`src/rtl/rv32_mem_arbiter.sv`:
```
// Two-master (fetch m0 / data m1) arbiter onto one shared memory slave, with an
// atomic LOCK hold for m1 and a slave wait timeout. Optional macro: ARB_ROUND_ROBIN_EN.
`ifndef RstEnable
`define RstEnable 1'b1
`endif

module rv32_mem_arbiter #(
  parameter logic [7:0] TIMEOUT = 8'd255
) (
  input  logic        clk_i,
  input  logic        rst_i,
  input  logic        m0_req_i,
  input  logic [31:0] m0_addr_i,
  output logic [31:0] m0_rdata_o,
  output logic        m0_ack_o,
  output logic        m0_err_o,
  input  logic        m1_req_i,
  input  logic        m1_we_i,
  input  logic [3:0]  m1_sel_i,
  input  logic [31:0] m1_addr_i,
  input  logic [31:0] m1_wdata_i,
  input  logic        m1_lock_i,
  output logic [31:0] m1_rdata_o,
  output logic        m1_ack_o,
  output logic        m1_err_o,
  output logic        s_req_o,
  output logic        s_we_o,
  output logic [3:0]  s_sel_o,
  output logic [31:0] s_addr_o,
  output logic [31:0] s_wdata_o,
  input  logic [31:0] s_rdata_i,
  input  logic        s_ack_i
);

  typedef enum logic [1:0] {IDLE, GNT0, GNT1, LOCK} state_t;

  state_t      r_state;
  state_t      w_next;
  logic [7:0]  r_wait;
  logic        w_rst;
  logic        w_timeout;
  logic        w_pick_m0;
  logic        w_g0;
  logic        w_g1;

  assign w_rst     = (rst_i == `RstEnable);
  assign w_timeout = (r_wait == TIMEOUT) && !s_ack_i;

`ifdef ARB_ROUND_ROBIN_EN
  // 0: m1 was granted last (so m0 wins a tie); 1: m0 was granted last.
  logic r_rr_ptr;

  assign w_pick_m0 = m0_req_i && (!m1_req_i || !r_rr_ptr);

  always_ff @(posedge clk_i) begin
    if (w_rst) begin
      r_rr_ptr <= 1'b0;
    end else if (w_next == GNT0 && r_state != GNT0) begin
      r_rr_ptr <= 1'b1;
    end else if (w_next == GNT1 && r_state != GNT1) begin
      r_rr_ptr <= 1'b0;
    end
  end
`else
  assign w_pick_m0 = m0_req_i && !m1_req_i;
`endif

  always_comb begin
    w_next = r_state;
    case (r_state)
      IDLE: begin
        if (w_pick_m0) begin
          w_next = GNT0;
        end else if (m1_req_i) begin
          w_next = GNT1;
        end
      end
      GNT0: begin
        if (s_ack_i || w_timeout) begin
          w_next = IDLE;
        end
      end
      GNT1: begin
        if (s_ack_i) begin
          w_next = m1_lock_i ? LOCK : IDLE;
        end else if (w_timeout) begin
          w_next = IDLE;
        end
      end
      LOCK: begin
        if (m1_req_i) begin
          w_next = GNT1;
        end else if (!m1_lock_i) begin
          w_next = IDLE;
        end
      end
      default: w_next = IDLE;
    endcase
  end

  // Counter sits at 0 outside GNTx, so it is already clear on entry.
  always_ff @(posedge clk_i) begin
    if (w_rst) begin
      r_state <= IDLE;
      r_wait  <= 8'd0;
    end else begin
      r_state <= w_next;
      if (r_state == GNT0 || r_state == GNT1) begin
        if (!s_ack_i) begin
          r_wait <= r_wait + 8'd1;
        end
      end else begin
        r_wait <= 8'd0;
      end
    end
  end

  // Outputs are forced low while reset is asserted, even mid-transfer.
  assign w_g0 = (r_state == GNT0) && !w_rst;
  assign w_g1 = (r_state == GNT1) && !w_rst;

  always_comb begin
    s_req_o    = w_g0 | w_g1;
    s_we_o     = 1'b0;
    s_sel_o    = 4'h0;
    s_addr_o   = 32'h0;
    s_wdata_o  = 32'h0;
    m0_rdata_o = 32'h0;
    m0_ack_o   = 1'b0;
    m0_err_o   = 1'b0;
    m1_rdata_o = 32'h0;
    m1_ack_o   = 1'b0;
    m1_err_o   = 1'b0;
    if (w_g0) begin
      s_sel_o    = 4'hF;
      s_addr_o   = m0_addr_i;
      m0_rdata_o = s_rdata_i;
      // A master that dropped its request mid-transfer gets no completion.
      m0_ack_o   = s_ack_i && m0_req_i;
      m0_err_o   = w_timeout && m0_req_i;
    end else if (w_g1) begin
      s_we_o     = m1_we_i;
      s_sel_o    = m1_sel_i;
      s_addr_o   = m1_addr_i;
      s_wdata_o  = m1_wdata_i;
      m1_rdata_o = s_rdata_i;
      m1_ack_o   = s_ack_i && m1_req_i;
      m1_err_o   = w_timeout && m1_req_i;
    end
  end

endmodule

```
`config.mk`:
```
export PLATFORM = sky130hd
export DESIGN_NAME = rv32_mem_arbiter
export DESIGN_NICKNAME = d
export VERILOG_FILES = /design/src/rtl/rv32_mem_arbiter.sv
export SDC_FILE = /design/constraint.sdc
export NUM_CORES = 1
export LEC_CHECK = 0
export ABC_AREA = 1
export ABC_CLOCK_PERIOD_IN_PS = 1400
export CORE_AREA = 3 3 107 109
export CTS_BUF_LIST = sky130_fd_sc_hd__clkbuf_4
export CTS_CLUSTER_SIZE = 8
export DETAILED_ROUTE_END_ITERATION = 16
export DIE_AREA = 0 0 110 112
export PLACE_DENSITY_LB_ADDON = 0.15
export SLEW_MARGIN = 20
export SYNTH_ARGS = -nofsm -noshare
export SYNTH_HDL_FRONTEND = slang
export SYNTH_SLANG_ARGS = --single-unit
```
`constraint.sdc`:
```
create_clock -name clk_i -period 1.4 [get_ports clk_i]
set_clock_uncertainty 0.1 [all_clocks]
set_input_delay 0.21 -clock clk_i [delete_from_list [all_inputs] [get_ports clk_i]]
set_output_delay 0.21 -clock clk_i [all_outputs]
set_load 0.1 [all_outputs]
```
==> results.tsv <==
metric	value	unit
run_status	complete, but fails checks	
violations	negative setup slack	
setup_viol	140	
pre_cts_ws	-0.5404	ns
post-route-min-period	2.029	ns
cp.required	1.09	ns
die_area	12320	um2
synth_seq_cells	10	
synth-seq-area-share	0.1024	
fin_ws	-0.6294	ns
ant_nets	0	
clock_latency	0.27	ns
synth_edf_count	0	
portBuffers	276	
synth_top_area_frac	0.2093	
num-nets-final	875	
cts_buffers	3	
synthesis.nets	546	
slew_viol_final	0	
rrSetupSlack	-0.34	ns
rows	38	
final.setup.tns	-82.39	ns
start_util	0.1827	
die_w	110	um
fin_hold_ws	0.3418	ns
finalCritPeriodShare	1.450	
yosysMostFrequentCell	nor2_1	
r2r-end	r_state[0]$_SDFFE_PP0P_	
synth_area_per_cell	4.874	um2
drt-total-wl	15980	um
yosys_warnings	0	
grt_first_pass_wirelength	23230	um
synth.area.mux_share	0	
fmax	492.7	MHz
clock_sinks	10	
grt_util_all_layers	0.2389	
grt_max_degree	29	
dr.pass1.iters	4	
pin_count	277	
critPathMaxFanout	5	
clkTransAtPathRegs	0.07	ns
place_area	8284	um2
synthAdderAreaFrac	0.03841	
routedWlPerCell	18.39	um
insertedDiodeCount	0	
finalHoldViolations	0	
leakage	3.507	nW
via_per_inst	4.617	
synth_top_family_by_area	simple AND/OR/NAND/NOR gates	
fp.coreArea	10700	um2
rsz0062_at_grt	yes	
crit_path_end_kind	primary output	
worstHoldStart	s_ack_i	
min_path_cells	4	
drive_above_1_share	0.6118	
dp_hpwl	12480	um
critPathLaunchType	flip-flop	
synthesis.area	1954	um2
yosysTopAreaCell	nor2_1	
reg2regPathDepth	10	
drv_cap	0	
worstMarginPinSlew	0.2326	ns
cts-root-buf	clkbuf_4	
critPathArrivalTime	1.72	ns
yosysUniqueCellTypes	22	
netlist_instances	401	
synthToLayoutAreaGrowth	359.7	%
hold_end	r_wait[1]$_SDFFE_PP0N_	
routabilityCongestion	0.7957	
synth_xor_area_frac	0	
slew_headroom	0.8448	
r2r-start	r_state[1]$_SDFFE_PP0P_	
path_class	reg2out	
chipHeight	112	um
synth-main-ff-cell	dfxtp_1	
ir_worst_vdd	0.0007705	V
drc_errors	0	
design_area	8984	um2
cts_htree_levels	1	
utilization	0.8398	
antenna_found_initial	0	
vias	4012	
synth-simple-area-share	0.6396	
hold_path.class	in2reg	
power-per-cell-area	1333	nW/um2
synth_compound_area_frac	0.02305	
synthTopCellsByArea	nor2_1 21%, nand2_1 20%, nand3_1 18%, dfxtp_1 10%, inv_1 8.8%	
cts.path.max_buffers	2	
async_flop_share	0	
grt_overflow	0	
cts_tree	yes	
grt_pass1_vias	4338	
ys_top_cells_by_count	109 x nor2_1, 104 x nand2_1, 72 x nand3_1	
first_iter_violations	130	
state kept, by name, indices dropped and copies added (netlist names):
name,cells
r_state,2
r_wait,8
routing by layer:
layer | vias to the layer above | global-route usage | routed length (um)
met5 | - | 0 | 0
met4 | 0 | 0.06234 | 441
met3 | 29 | 0.07420 | 1529
met2 | 202 | 0.4790 | 9072
met1 | 1887 | 0.2248 | 4938
li1 | 1894 | - | -
layout by cell type (no fill, tap or decap):
cell and instances:
nor2_2 1, a21oi_2 2, nand2_8 23, inv_1 41, clkinv_2 1, a21oi_1 4, nor2_4 98, nor3b_2 1
clkinv_1 1, o21ai_0 3, dfxtp_4 1, nand2_1 50, dfxtp_1 6, nand3_4 19, ha_4 3, inv_16 1
nand3_1 25, nor3_4 6, buf_16 5, buf_12 159, inv_4 3, buf_4 37, dfxtp_2 3, buf_8 1
nand4_1 2, clkbuf_16 5, ha_1 2, clkdlybuf4s50_1 137, inv_2 4, nand2_4 24, buf_6 7, nand2_2 10
ha_2 1, nand3_2 28, clkbuf_4 3, dlymetal6s2s_1 1, nor2_1 11
worst max-delay path by stage:
| stage | from | end |
|---|---|---|
| floorplan | r_state[0]$_SDFFE_PP0P_ | m1_ack_o |
| global placement | rst_i | s_addr_o[25] |
| detailed placement | rst_i | s_addr_o[16] |
| CTS | r_state[0]$_SDFFE_PP0P_ | m1_rdata_o[13] |
| global route | r_state[0]$_SDFFE_PP0P_ | s_wdata_o[13] |
| finish | r_state[0]$_SDFFE_PP0P_ | m1_rdata_o[15] |
layout make-up:
class / instances / area, um2
flip-flops and latches: 10 / 207.7
inverters: 50 / 212.7
well taps: 140 / 175.2
multi-input cells: 313 / 3161
clock inverters: 1 / 3.754
fillers: 559 / 1714
clock buffers: 3 / 22.52
repair buffers: 352 / 5201
stage by stage:
| stage | instances | total power [mW] |
|---|---|---|
| 4_1_cts | 861 | 11.60 |
| 3_5_place_dp | 845 | 10.81 |
| 2_1_floorplan | 401 | 7.159 |
| 6_report | 869 | 11.98 |
| 3_3_place_gp | 845 | 10.66 |
| 5_1_grt | 869 | 12.38 |
cell families after synthesis:
group                      count (synthesis)
and+or+nand+nor                          297
buffers and inverters                     79
DFF                                       10
AOI/OAI and AO/OA                          9
adders and majority gates                  6
critical path, stage by stage (launching register included):
cell	delay (ns)
dfxtp_2	0.34
inv_2	0.07
ha_4	0.14
inv_4	0.04
nor2_4	0.13
buf_6	0.17
nand2_8	0.10
clkbuf_16	0.18
nor2_4	0.10
buf_12	0.18
report_power, final:
part / internal, mW / switching [mW]
logic: 4.38 / 7.02
clock network: 0.103 / 0.111
registers: 0.330 / 0.0377
repair_timing:
item,CTS,global route
pin swaps,8,11
gates cloned,2,6
hold buffers,0,0
endpoints found under the setup margin,142,148
buffers inserted,10,4
resized for setup,56,26
Note: power is estimated with default switching activity, not from simulation.
